===== config.mk =====
export PLATFORM = sky130hd
export DESIGN_NAME = serial_paralelo_multilane_flat
export DESIGN_NICKNAME = d
export VERILOG_FILES = /design/src/rtl/serial_paralelo_multilane_if.sv /design/src/rtl/serial_paralelo_multilane.sv /design/src/flat_wrapper.sv
export SDC_FILE = /design/constraint.sdc
export NUM_CORES = 1
export LEC_CHECK = 0
export BUFFER_PORTS_ARGS = -buffer_cell sky130_fd_sc_hd__buf_2
export CAP_MARGIN = 5
export CELL_PAD_IN_SITES_DETAIL_PLACEMENT = 1
export CELL_PAD_IN_SITES_GLOBAL_PLACEMENT = 2
export CORE_ASPECT_RATIO = 0.6
export CORE_MARGIN = 5
export CORE_UTILIZATION = 38
export DETAILED_ROUTE_END_ITERATION = 10
export PLACE_DENSITY_LB_ADDON = 0.1
export SETUP_SLACK_MARGIN = 0.5
export SYNTH_ARGS = -nofsm -noshare
export SYNTH_HDL_FRONTEND = slang
export SYNTH_SLANG_ARGS = --single-unit

===== constraint.sdc =====
create_clock -name clk_32f -period 2.8 [get_ports clk_32f]
set_clock_uncertainty 0.05 [all_clocks]
set_input_delay 0.28 -clock clk_32f [delete_from_list [all_inputs] [get_ports clk_32f]]
set_output_delay 0.28 -clock clk_32f [all_outputs]
set_load 0.01 [all_outputs]

===== src/rtl/serial_paralelo_multilane_if.sv =====
// Bus between the serial link receivers and the multilane deserialiser:
// serial bits in, per-lane parallel words and lane status out.
interface serial_paralelo_multilane_if #(
  parameter int WIDTH = 8,
  parameter int LANES = 1
);
  logic                   realign;
  logic [LANES-1:0]       data_in_SP;
  logic [LANES*WIDTH-1:0] data_out_SP;
  logic [LANES-1:0]       valid_SP;
  logic [LANES-1:0]       active;
  logic                   all_active;

  modport master (
    output realign, data_in_SP,
    input  data_out_SP, valid_SP, active, all_active
  );

  modport slave (
    input  realign, data_in_SP,
    output data_out_SP, valid_SP, active, all_active
  );
endinterface


===== src/rtl/serial_paralelo_multilane.sv =====
// Multilane MSB-first serial-to-parallel converter with per-lane comma alignment,
// lock after LOCK_COMMAS aligned commas and loss after LOSS_COMMAS misaligned ones.
module serial_paralelo_multilane #(
  parameter int               WIDTH       = 8,
  parameter int               LANES       = 1,
  parameter logic [WIDTH-1:0] COMMA       = WIDTH'(8'hBC),
  parameter int               LOCK_COMMAS = 4,
  parameter int               LOSS_COMMAS = 2
) (
  input  logic                          clk_32f,
  input  logic                          reset_L,
  serial_paralelo_multilane_if.slave    bus
);
  localparam int CW  = $clog2(WIDTH);
  localparam int CCW = $clog2(LOCK_COMMAS + 1);
  localparam int ECW = $clog2(LOSS_COMMAS + 1);
  localparam logic [CW-1:0]  CNT_LAST  = CW'(WIDTH - 1);
  localparam logic [CCW-1:0] LOCK_LAST = CCW'(LOCK_COMMAS - 1);
  localparam logic [ECW-1:0] LOSS_LAST = ECW'(LOSS_COMMAS - 1);

  typedef enum logic [1:0] {HUNT = 2'd0, ALIGN = 2'd1, LOCKED = 2'd2} state_t;

  state_t           st_p0   [LANES];
  state_t           st_d    [LANES];
  logic [WIDTH-2:0] sr_p0   [LANES];
  logic [CW-1:0]    cnt_p0  [LANES];
  logic [CW-1:0]    cnt_d   [LANES];
  logic [CCW-1:0]   ccnt_p0 [LANES];
  logic [CCW-1:0]   ccnt_d  [LANES];
  logic [ECW-1:0]   ecnt_p0 [LANES];
  logic [ECW-1:0]   ecnt_d  [LANES];
  logic [WIDTH-1:0] dout_p0 [LANES];
  logic [WIDTH-1:0] dout_d  [LANES];
  logic             vld_p0  [LANES];
  logic             vld_d   [LANES];
  logic             act_p0  [LANES];
  logic             act_d   [LANES];
  logic [WIDTH-1:0] win     [LANES];
  logic             comma   [LANES];
  logic             bnd     [LANES];

  logic [LANES*WIDTH-1:0] dout_vec;
  logic [LANES-1:0]       vld_vec;
  logic [LANES-1:0]       act_vec;
  logic                   all_act_p1;

  always_comb begin
    for (int i = 0; i < LANES; i++) begin
      win[i]    = {sr_p0[i], bus.data_in_SP[i]};
      comma[i]  = (win[i] == COMMA);
      bnd[i]    = (cnt_p0[i] == CNT_LAST);
      st_d[i]   = st_p0[i];
      cnt_d[i]  = cnt_p0[i];
      ccnt_d[i] = ccnt_p0[i];
      ecnt_d[i] = ecnt_p0[i];
      dout_d[i] = dout_p0[i];
      vld_d[i]  = vld_p0[i];
      act_d[i]  = act_p0[i];

      // realign wins over any boundary or comma seen on the same edge
      if (bus.realign) begin
        st_d[i]   = HUNT;
        cnt_d[i]  = '0;
        ccnt_d[i] = '0;
        ecnt_d[i] = '0;
        vld_d[i]  = 1'b0;
        act_d[i]  = 1'b0;
      end else begin
        case (st_p0[i])
          HUNT: begin
            if (comma[i]) begin
              cnt_d[i]  = '0;
              ccnt_d[i] = CCW'(1);
              if (LOCK_COMMAS == 1) begin
                st_d[i]   = LOCKED;
                act_d[i]  = 1'b1;
                ecnt_d[i] = '0;
              end else begin
                st_d[i] = ALIGN;
              end
            end
          end
          ALIGN: begin
            cnt_d[i] = bnd[i] ? '0 : cnt_p0[i] + CW'(1);
            if (bnd[i]) begin
              if (comma[i]) begin
                ccnt_d[i] = ccnt_p0[i] + CCW'(1);
                if (ccnt_p0[i] == LOCK_LAST) begin
                  st_d[i]   = LOCKED;
                  act_d[i]  = 1'b1;
                  ecnt_d[i] = '0;
                end
              end else begin
                st_d[i]   = HUNT;
                ccnt_d[i] = '0;
              end
            end
          end
          LOCKED: begin
            cnt_d[i] = bnd[i] ? '0 : cnt_p0[i] + CW'(1);
            if (bnd[i]) begin
              dout_d[i] = win[i];
              vld_d[i]  = !comma[i];
              if (comma[i]) ecnt_d[i] = '0;
            end else if (comma[i]) begin
              // a comma off the word boundary means the lane has slipped
              if (ecnt_p0[i] == LOSS_LAST) begin
                st_d[i]   = HUNT;
                act_d[i]  = 1'b0;
                vld_d[i]  = 1'b0;
                ccnt_d[i] = '0;
                ecnt_d[i] = '0;
                cnt_d[i]  = '0;
              end else begin
                ecnt_d[i] = ecnt_p0[i] + ECW'(1);
              end
            end
          end
          default: begin
            st_d[i] = HUNT;
          end
        endcase
      end
    end
  end

  // ---- lane register stage p0 ----
  always_ff @(posedge clk_32f or negedge reset_L) begin
    if (!reset_L) begin
      for (int i = 0; i < LANES; i++) begin
        st_p0[i]   <= HUNT;
        sr_p0[i]   <= '0;
        cnt_p0[i]  <= '0;
        ccnt_p0[i] <= '0;
        ecnt_p0[i] <= '0;
        dout_p0[i] <= '0;
        vld_p0[i]  <= 1'b0;
        act_p0[i]  <= 1'b0;
      end
    end else begin
      for (int i = 0; i < LANES; i++) begin
        st_p0[i]   <= st_d[i];
        sr_p0[i]   <= win[i][WIDTH-2:0];
        cnt_p0[i]  <= cnt_d[i];
        ccnt_p0[i] <= ccnt_d[i];
        ecnt_p0[i] <= ecnt_d[i];
        dout_p0[i] <= dout_d[i];
        vld_p0[i]  <= vld_d[i];
        act_p0[i]  <= act_d[i];
      end
    end
  end

  always_comb begin
    dout_vec = '0;
    vld_vec  = '0;
    act_vec  = '0;
    for (int i = 0; i < LANES; i++) begin
      dout_vec[i*WIDTH +: WIDTH] = dout_p0[i];
      vld_vec[i]                 = vld_p0[i];
      act_vec[i]                 = act_p0[i];
    end
  end

  // ---- aggregate status stage p1 ----
  always_ff @(posedge clk_32f or negedge reset_L) begin
    if (!reset_L)        all_act_p1 <= 1'b0;
    else if (bus.realign) all_act_p1 <= 1'b0;
    else                 all_act_p1 <= &act_vec;
  end

  assign bus.data_out_SP = dout_vec;
  assign bus.valid_SP    = vld_vec;
  assign bus.active      = act_vec;
  assign bus.all_active  = all_act_p1;
endmodule

===== src/flat_wrapper.sv =====
// flat-port wrapper written by rule: the top's interface ports become plain ports
module serial_paralelo_multilane_flat 
#(
  parameter int               WIDTH       = 8,
  parameter int               LANES       = 1,
  parameter logic [WIDTH-1:0] COMMA       = WIDTH'(8'hBC),
  parameter int               LOCK_COMMAS = 4,
  parameter int               LOSS_COMMAS = 2
)
  (clk_32f, reset_L, bus_realign, bus_data_in_SP, bus_data_out_SP, bus_valid_SP, bus_active, bus_all_active);
  serial_paralelo_multilane_if #(.WIDTH(WIDTH), .LANES(LANES)) bus_i ();
  input  logic clk_32f;
  input  logic reset_L;
  input wire logic [$bits(bus_i.realign)-1:0] bus_realign;
  input wire logic [$bits(bus_i.data_in_SP)-1:0] bus_data_in_SP;
  output wire logic [$bits(bus_i.data_out_SP)-1:0] bus_data_out_SP;
  output wire logic [$bits(bus_i.valid_SP)-1:0] bus_valid_SP;
  output wire logic [$bits(bus_i.active)-1:0] bus_active;
  output wire logic [$bits(bus_i.all_active)-1:0] bus_all_active;
  assign bus_i.realign = bus_realign;
  assign bus_i.data_in_SP = bus_data_in_SP;
  assign bus_data_out_SP = bus_i.data_out_SP;
  assign bus_valid_SP = bus_i.valid_SP;
  assign bus_active = bus_i.active;
  assign bus_all_active = bus_i.all_active;
  serial_paralelo_multilane #(.WIDTH(WIDTH), .LANES(LANES), .COMMA(COMMA), .LOCK_COMMAS(LOCK_COMMAS), .LOSS_COMMAS(LOSS_COMMAS)) u_core (.clk_32f(clk_32f), .reset_L(reset_L), .bus(bus_i));
endmodule

==> flow_summary.json, run 1 <==
{
  "status": "finished clean",
  "synthesis.nets": 126,
  "ys_top_cells_by_count": "dfrtp_1 (28), mux2_2 (8), ha_1 (7), nor2_1 (7), a21oi_1 (6)",
  "grt_pass1_vias": 973,
  "htreeDepth": 1,
  "layout_setup_ws_ps": 606,
  "synth-edff-count": 0,
  "end_kind": "register",
  "r2r_setup_slack_ps": 610,
  "critPathLaunchType": "register",
  "drcViolationCount": 0,
  "power_density_nw_per_um2": 460,
  "initial_core_util": 0.403,
  "cts_buffer_depth": 2,
  "peakVddDrop_mv": 0.265,
  "rr_worst_depth": 6,
  "core_region_area_sq_um": 3340,
  "worst-slew-pin-transition_ps": 622,
  "final_cells": 175,
  "synth.distinct_cells": 35,
  "crit_chain": "ha_1 -> ha_1 -> or3b_4 -> a2bb2oi_1 -> nand3b_1 -> a211o_1",
  "min_path_type": "in -> reg",
  "crit_fanout": 10,
  "io_buffers": 14,
  "syn-cell-area_sq_um": 1350,
  "slowest_stage": "or3b_4",
  "drv_slew": 0,
  "grt_pass1_wl_um": 4860,
  "worst_path_largest_cell_delay_ps": 440,
  "clock_latency_ps": 270,
  "diodes": 0,
  "min_period_over_period": 0.784,
  "overflow": 0,
  "area_growth_pct": 13.0,
  "antenna_found_initial": 0,
  "yosys_warnings": 0,
  "clk_pin_slew_worst_paths_ps": 90,
  "layout.nets": 142,
  "die_h_um": 56.2,
  "dpl.hpwl_um": 2120,
  "drive_gt1_frac": 0.231,
  "gp_congestion": 0.739,
  "relSlewSlack": 0.585,
  "crit_type": "reg -> reg",
  "fill_cells": 362,
  "yosys.area.top_type_share": 0.519,
  "track_usage": 0.128,
  "rsz0062_at_grt": "no",
  "post-cts-setup-buffers": 0,
  "worst_hold_slack_ps": 121,
  "cts-root-buf": "clkbuf_8",
  "synthArstFlopShare": 1.00,
  "yosysMostFrequentCell": "dfrtp_1",
  "dp_slack_ps": 577,
  "maxCapViolCount": 0,
  "numPlacedInstances": 170,
  "cp.buffers_inverters": 0,
  "row_count": 16,
  "cts_sinks": 28,
  "yosys-top-cells-area": "dfrtp_1 (52%), mux2_2 (6.7%), ha_1 (6.5%)",
  "fin_crit_ps": 2190,
  "critPathTopFamily": "simple AND/OR/NAND/NOR gates",
  "worstPathRequired_ps": 2920,
  "hold_depth": 1,
  "finalSetupViolations": 0,
  "dieArea_sq_um": 4880,
  "r2r-start": "u_core.cnt_p0[0]",
  "hold_end": "u_core.sr_p0[0]",
  "grt_max_degree": 29,
  "hp-start": "bus_data_in_SP",
  "yosys_most_used_dff": "dfrtp_1",
  "io_pins": 15,
  "wire_per_inst_um": 16.4,
  "finalHoldViolations": 0,
  "ys_seq_elements": 28,
  "max_clock_freq_mhz": 456,
  "die_x_um": 86.9,
  "ys_seq_area_frac": 0.519,
  "cts_tree": "yes",
  "critPathArrivalTime_ps": 2310,
  "via_count": 942,
  "setup-tns-final_ps": 0,
  "reg2reg_to": "u_core.ccnt_p0[0]",
  "cts_buffers": 3,
  "drt-total-wl_um": 2870,
  "drt_iter0_drc": 44,
  "synth_cells": 115,
  "synth_area_leader_cell": "dfrtp_1",
  "viasPerCell": 5.38,
  "first_pass_iters": 6,
  "ant_nets": 0,
  "p_leak_uw": 0.000726,
  "crit_top_cell": "ha_1",
  "postSynthAreaPerCell_sq_um": 11.7
}
[metrics by stage]
step / utilization / total power [uW] / cell area [sq um]
final: 0.456 / 702 / 1520
after global routing: 0.456 / 737 / 1520
after CTS: 0.455 / 714 / 1520
after detailed placement: 0.436 / 461 / 1460
after global placement: 0.436 / 459 / 1460
after floorplan: - / 442 / 1350
[registers in the layout, summed over array words and instances, names as in the netlist]
signal and flops:
u_core.bus.data_out_SP 8, u_core.sr_p0 7, u_core.ccnt_p0 3, u_core.cnt_p0 3, u_core.ecnt_p0 2, u_core.st_p0 2
u_core.bus.active 1, u_core.bus.all_active 1, u_core.bus.valid_SP 1
[layout by cell type (no fill, tap or decap), types with 2 or more instances in the layout]
cell       instances
nor2_1             7
buf_2             14
nor2b_1            4
a21oi_1            6
a32o_1             3
nand3b_1           4
nor3b_1            4
inv_1              4
o21ai_0            3
nand2b_1           5
ha_1               7
a2bb2oi_1          2
nor3_1             2
nor4b_1            2
nand2_1            2
dfrtp_1           28
clkbuf_8           4
a211o_1            2
o2bb2ai_1          2
nand3_1            2
mux2_2             8
[where the power goes]
part	total [uW]	internal, uW	switching, uW	leakage, uW
sequential	419	412	7.37	0.000373
clock	249	126	123	0.0000288
combinational	33.2	11.8	21.4	0.000324
[final cells by class]
| type | count | area (sq um) | share of cell area |
|---|---|---|---|
| well taps | 45 | 56.3 | 0.0369 |
| multi-input cells | 79 | 617 | 0.405 |
| clock buffers | 4 | 55.1 | 0.0361 |
| repair buffers | 15 | 80.1 | 0.0525 |
| flip-flops and latches | 28 | 701 | 0.460 |
| inverters | 4 | 15.0 | 0.00985 |
[per-layer routing]
| metal | routed length [um] | part of all wire | global-route usage |
|---|---|---|---|
| met2 | 1180 | 0.41 | 0.175 |
| met5 | 0 | 0 | 0 |
| met4 | 24 | 0.0084 | 0.0333 |
| met3 | 145 | 0.051 | 0.0385 |
| met1 | 1520 | 0.53 | 0.192 |
[repair_timing]
| action | CTS | global route |
|---|---|---|
| hold endpoints to repair | 28 | 0 |
| endpoints found under the setup margin | 0 | 1 |
| resized for setup | 0 | 1 |
| hold buffers | 1 | 0 |
[cells by family (layout without fill, tap and decap cells)]
family          count (synthesis)  count (layout)  synth area share
simple gates                   40              40             0.192
flops                          28              28             0.519
compound gates                 23              23             0.124
mux                             9               9            0.0742
buf+inv                         8              23            0.0250
fa+ha+maj                       7               7            0.0649
[how the worst max path moves through the flow]
stage,startpoint,to,cells past startpoint
finish,u_core.cnt_p0[0],u_core.ccnt_p0[0],6
global route,u_core.cnt_p0[0],u_core.ccnt_p0[0],6
CTS,u_core.cnt_p0[0],u_core.ccnt_p0[0],6
detailed placement,u_core.cnt_p0[0],u_core.ccnt_p0[0],6
global placement,u_core.cnt_p0[0],u_core.ccnt_p0[0],6
floorplan,u_core.cnt_p0[0],u_core.ccnt_p0[0],7
Power figures use the tool's default switching activity.
==> inputs of run 2 (changes only) <==
--- a/config.mk
+++ b/config.mk
@@ -11,7 +11,7 @@
 export CELL_PAD_IN_SITES_GLOBAL_PLACEMENT = 2
 export CORE_ASPECT_RATIO = 0.6
 export CORE_MARGIN = 5
-export CORE_UTILIZATION = 38
+export CORE_UTILIZATION = 34
 export DETAILED_ROUTE_END_ITERATION = 10
 export PLACE_DENSITY_LB_ADDON = 0.1
 export SETUP_SLACK_MARGIN = 0.5
==> constraint.sdc (replaced) <==
create_clock -name clk_32f -period 1.8 [get_ports clk_32f]
set_clock_uncertainty 0.05 [all_clocks]
set_input_delay 0.18 -clock clk_32f [delete_from_list [all_inputs] [get_ports clk_32f]]
set_output_delay 0.18 -clock clk_32f [all_outputs]
set_load 0.01 [all_outputs]
==> run 2 against run 1 <==
The run now ends with negative setup slack left. Register-to-register slack lost 700 ps. Combinational power grew 100%. Fmax grew 16%. First-iteration DRC count shrank 23%. Sequential power grew 56%. Sequential cell count is the same. Clock-buffer cell count shrank 1. Global-route usage grew 0.81 points. Wire length grew 19%. Highest routed layer unchanged.
==> flow_summary.json, run 2 (synthesis gave the netlist of run 1 again) <==
{
  "cts_buffer_depth": 2,
  "max_clock_freq_mhz": 528,
  "relSlewSlack": 0.568,
  "rsz0062_at_grt": "yes",
  "numPlacedInstances": 178,
  "cts_buffers": 3,
  "diodes": 0,
  "grt_pass1_vias": 1089,
  "min_period_over_period": 1.05,
  "status": "finished, violations left",
  "fin_crit_ps": 1890,
  "overflow": 0,
  "total_power_uw": 1070,
  "clk_pin_slew_worst_paths_ps": 100,
  "final_common_cell": "dfrtp_1",
  "critPathLaunchType": "register",
  "final_cells": 191,
  "wl_met2_um": 1410,
  "crit_chain": "ha_2 -> ha_4 -> or3b_4 -> a2bb2oi_2 -> nand3b_1 -> a211o_1",
  "layout.nets": 157,
  "crit_fanout": 4,
  "gp_congestion": 0.780,
  "place_area_sq_um": 1570,
  "antenna_found_initial": 0,
  "drt_iter0_drc": 34,
  "power_switching_share": 0.237,
  "largest_reg_flops": 8,
  "initial_core_util": 0.360,
  "row_count": 17,
  "finalHoldViolations": 0,
  "crit_type": "reg -> reg",
  "met1_length_um": 1850,
  "peakVddDrop_mv": 0.299,
  "power_density_nw_per_um2": 601,
  "drt-total-wl_um": 3400,
  "drv_slew": 0,
  "worst_path_largest_cell_delay_ps": 400,
  "area_growth_pct": 32.4,
  "grt_max_degree": 29,
  "layout_setup_ws_ps": -94.7,
  "p_leak_uw": 0.000837,
  "cts_sinks": 28,
  "worst-slew-pin-transition_ps": 648,
  "via_count": 1030,
  "p_sw_uw": 254,
  "track_usage": 0.136,
  "cts-root-buf": "clkbuf_8",
  "top_layer": "met4",
  "final_area_sq_um": 1790,
  "p_int_uw": 819,
  "clock_latency_ps": 280,
  "finalSetupViolations": 5,
  "critPathArrivalTime_ps": 2010,
  "worstPathRequired_ps": 1920,
  "dieArea_sq_um": 5370,
  "cts_tree": "yes",
  "core_region_area_sq_um": 3740,
  "die_h_um": 58.8,
  "utilization": 0.477,
  "drive_gt1_frac": 0.389,
  "wire_per_inst_um": 17.8,
  "drcViolationCount": 0,
  "end_kind": "register",
  "io_pins": 15,
  "io_buffers": 14,
  "pwr-share-clk": 0.327,
  "min_path_type": "in -> reg",
  "dpl.hpwl_um": 2380,
  "first_pass_iters": 4,
  "combPwrFrac": 0.062,
  "wl_met3_um": 110,
  "pwr-share-seq": 0.610,
  "grt_pass1_wl_um": 5800,
  "violations": "negative setup slack",
  "final_cell_mix": "dfrtp_1 (28), buf_2 (14), buf_4 (9), mux2_4 (8), nor2_1 (6)",
  "viasPerCell": 5.39,
  "die_x_um": 91.3,
  "ant_nets": 0,
  "maxCapViolCount": 0,
  "slowest_stage": "dfrtp_1",
  "htreeDepth": 1
}
==> run 2: changes by cell type in the layout (fill, tap and decap cells not counted), sizes merged <==
| cell | delta |
|---|---|
| dlygate4sd3 | +1 |
| buf | +14 |
| clkbuf | -1 |
==> run 2: power groups by stage <==
stage / logic (uW) / registers [uW] / clock network (uW)
after global routing: 75.8 / 657 / 391
after detailed placement: 54.6 / 666 / 0
after CTS: 64.4 / 654 / 358
final: 67.1 / 655 / 351
after global placement: 52.1 / 664 / 0
after floorplan: 26.3 / 663 / 0
==> run 2: path summary, 6_finish.rpt <==
| path | startpoint | end | slack (ps) | cells after the start |
|---|---|---|---|---|
| max | u_core.cnt_p0[0] | u_core.ccnt_p0[0] | -90 | 6 |
| min | bus_data_in_SP | u_core.bus.data_out_SP[0] | 130 | 2 |
| max reg2reg | u_core.cnt_p0[0] | u_core.ccnt_p0[0] | -90 | 6 |
| min reg2reg | u_core.sr_p0[4] | u_core.sr_p0[5] | 390 | 0 |
| max in group asynchronous | reset_L | u_core.st_p0[0] | 860 | 2 |
| min in group asynchronous | reset_L | u_core.sr_p0[1] | 420 | 2 |
==> run 2: metrics by stage <==
stage | hold slack (ps) | setup slack (ps) | TNS, ps
floorplan | -166 | -96.9 | -242
global placement | 183 | -62.6 | -112
detailed placement | 196 | -129 | -217
CTS | 6.99 | -90.5 | -370
global route | 136 | -163 | -1010
finish | 132 | -94.7 | -363
==> run 2: cell type report <==
cell class	instances	area (sq um)
Tap cell	47	58.8
Clock buffer	3	41.3
Fill cell	398	1960
Timing Repair Buffer	30	235
Inverter	4	15.0
Sequential cell	28	701
Multi-Input combinational cell	79	734
==> run 2: worst max-delay path: cells and delay by family (launching register included) <==
kind	cells	cell delay [ps]
DFF	1	400
adders and majority gates	2	360
and+or+nand+nor	2	520
AOI/OAI and AO/OA	2	460
==> run 2: what timing repair did <==
| action | CTS | global route |
|---|---|---|
| setup endpoints to repair | 20 | 20 |
| gates resized for setup | 8 | 8 |
| setup buffers | 7 | 1 |
| hold endpoints to repair | 28 | 1 |
| pin swaps | 11 | 9 |
| hold buffers | 1 | 1 |
==> run 2: routing by layer <==
metal  GRT usage  vias up
met5           0        -
met4      0.0251        0
met3      0.0370        5
met2       0.196       12
met1       0.204      528
li1            -      485
==> inputs of run 3 (changes only) <==
--- a/config.mk
+++ b/config.mk
@@ -13,7 +13,7 @@
 export CORE_MARGIN = 5
 export CORE_UTILIZATION = 34
 export DETAILED_ROUTE_END_ITERATION = 10
-export PLACE_DENSITY_LB_ADDON = 0.1
+export PLACE_DENSITY_LB_ADDON = 0.2
 export SETUP_SLACK_MARGIN = 0.5
 export SYNTH_ARGS = -nofsm -noshare
 export SYNTH_HDL_FRONTEND = slang
==> run 3 against run 2 <==
The flow still finishes with violations (negative setup slack). Fmax grew 0.78%. Design area grew 6.0%. Sequential power is essentially flat. Global-route usage grew 0.92 points. Utilization grew 2.9 points. Register-to-register slack is essentially flat. Power grew 4.4%. Cell count grew 4.7%. Sequential cell count is the same. Clock power grew 13%. Wire length grew 3.9%.
==> flow_summary.json, run 3 (synthesis gave the netlist of run 1 again) <==
{
  "initial_core_util": 0.360,
  "critPathArrivalTime_ps": 2000,
  "rsz0062_at_grt": "yes",
  "grt_max_degree": 29,
  "fin_crit_ps": 1880,
  "crit_top_cell": "ha_4",
  "antenna_found_initial": 0,
  "drt_iter0_drc": 22,
  "wire_per_inst_um": 17.7,
  "viasPerCell": 5.34,
  "cts_tree": "yes",
  "finalSetupViolations": 7,
  "critPathLaunchType": "register",
  "setup-tns-final_ps": -463,
  "crit_type": "reg -> reg",
  "fill_cells": 400,
  "crit_chain": "ha_4 -> ha_4 -> or3b_4 -> buf_4 -> nor2_4 -> a21oi_2 -> a32o_2",
  "via_count": 1067,
  "drive_gt1_frac": 0.464,
  "gp_congestion": 0.734,
  "drv_slew": 0,
  "layout.nets": 165,
  "ant_nets": 0,
  "maxCapViolCount": 0,
  "wl_met2_um": 1520,
  "end_kind": "register",
  "die_x_um": 91.3,
  "layout_setup_ws_ps": -80.1,
  "first_pass_iters": 4,
  "diodes": 0,
  "final_common_cell": "dfrtp_1",
  "violations": "negative setup slack",
  "power_density_nw_per_um2": 592,
  "top_layer": "met4",
  "relSlewSlack": 0.570,
  "largest_reg_flops": 8,
  "min_path_type": "in -> reg",
  "slowest_stage": "dfrtp_1",
  "wl_met3_um": 135,
  "met1_length_um": 1810,
  "max_clock_freq_mhz": 532,
  "final_cell_mix": "dfrtp_1 (28), buf_4 (16), buf_2 (14), mux2_4 (8)",
  "clk_pin_slew_worst_paths_ps": 100,
  "io_pins": 15,
  "crit_fanout": 3,
  "dieArea_sq_um": 5370,
  "row_count": 17,
  "finalHoldViolations": 0,
  "dpl.hpwl_um": 2320,
  "io_buffers": 14,
  "total_power_uw": 1120,
  "status": "finished, violations left",
  "clock_latency_ps": 280,
  "min_period_over_period": 1.04,
  "grt_pass1_wl_um": 6050,
  "area_growth_pct": 40.4,
  "worst_path_largest_cell_delay_ps": 420,
  "worstPathRequired_ps": 1920,
  "htreeDepth": 1,
  "die_h_um": 58.8,
  "cts_sinks": 28,
  "p_leak_uw": 0.000890,
  "cts_buffer_depth": 2,
  "track_usage": 0.145,
  "drcViolationCount": 0,
  "drt-total-wl_um": 3530,
  "core_region_area_sq_um": 3740,
  "dp_slack_ps": -117,
  "cts-root-buf": "clkbuf_8",
  "peakVddDrop_mv": 0.305,
  "worst-slew-pin-transition_ps": 645,
  "cts_buffers": 3,
  "overflow": 0,
  "grt_pass1_vias": 1150
}
## run 3: changes by cell type in the layout (fill, tap and decap cells not counted), sizes merged
cell	previous run	this run
buf	28	36
clkbuf	3	4
## run 3: layout make-up
class	count	area, sq um	share of cell area
multi-input combinational	79	777	0.410
sequential	28	701	0.370
timing repair buffer	38	287	0.151
tap	47	58.8	0.0311
clock buffer	4	55.1	0.0291
inverter	4	15.0	0.00793
## run 3: where the power goes
| part | switching, uW | internal (uW) |
|---|---|---|
| logic | 40.8 | 28.8 |
| registers | 12.4 | 641 |
| clock network | 201 | 196 |
## run 3: routing by layer
| layer | GRT usage | vias up |
|---|---|---|
| li1 | - | 500 |
| met1 | 0.202 | 543 |
| met2 | 0.220 | 18 |
| met3 | 0.0345 | 6 |
| met4 | 0.0565 | 0 |
| met5 | 0 | - |
## run 3: final timing paths
path | slack, ps | start | cells past startpoint | endpoint
worst min register to register | 380 | u_core.sr_p0[4] | 0 | u_core.sr_p0[5]
max in group asynchronous | 860 | reset_L | 2 | u_core.cnt_p0[1]
worst max register to register | -80 | u_core.cnt_p0[1] | 7 | u_core.cnt_p0[2]
worst min-delay path | 150 | bus_data_in_SP | 2 | u_core.bus.data_out_SP[0]
worst max-delay path | -80 | u_core.cnt_p0[1] | 7 | u_core.cnt_p0[2]
min in group asynchronous | 420 | reset_L | 2 | u_core.sr_p0[1]
## run 3: per-stage QoR
step / instances / cell area [sq um] / util / hold slack (ps)
floorplan: 115 / 1420 / - / -166
global placement: 179 / 1580 / 0.422 / 178
detailed placement: 179 / 1580 / 0.422 / 192
CTS: 196 / 1840 / 0.490 / 119
global route: 200 / 1890 / 0.506 / 151
finish: 200 / 1890 / 0.506 / 146
## run 3: critical path: cells and delay by family (launching register included)
| family | cells | cell delay (ps) |
|---|---|---|
| AOI/OAI and AO/OA | 2 | 310 |
| adders and majority gates | 2 | 330 |
| buffers and inverters | 1 | 160 |
| DFF | 1 | 420 |
| and+or+nand+nor | 2 | 490 |
## run 3: what timing repair did
item	in CTS	in global routing
endpoints found under the hold margin	29	0
pin swaps	18	9
resized for setup	21	5
setup endpoints to repair	20	20
hold buffers	2	0
setup buffers	11	4
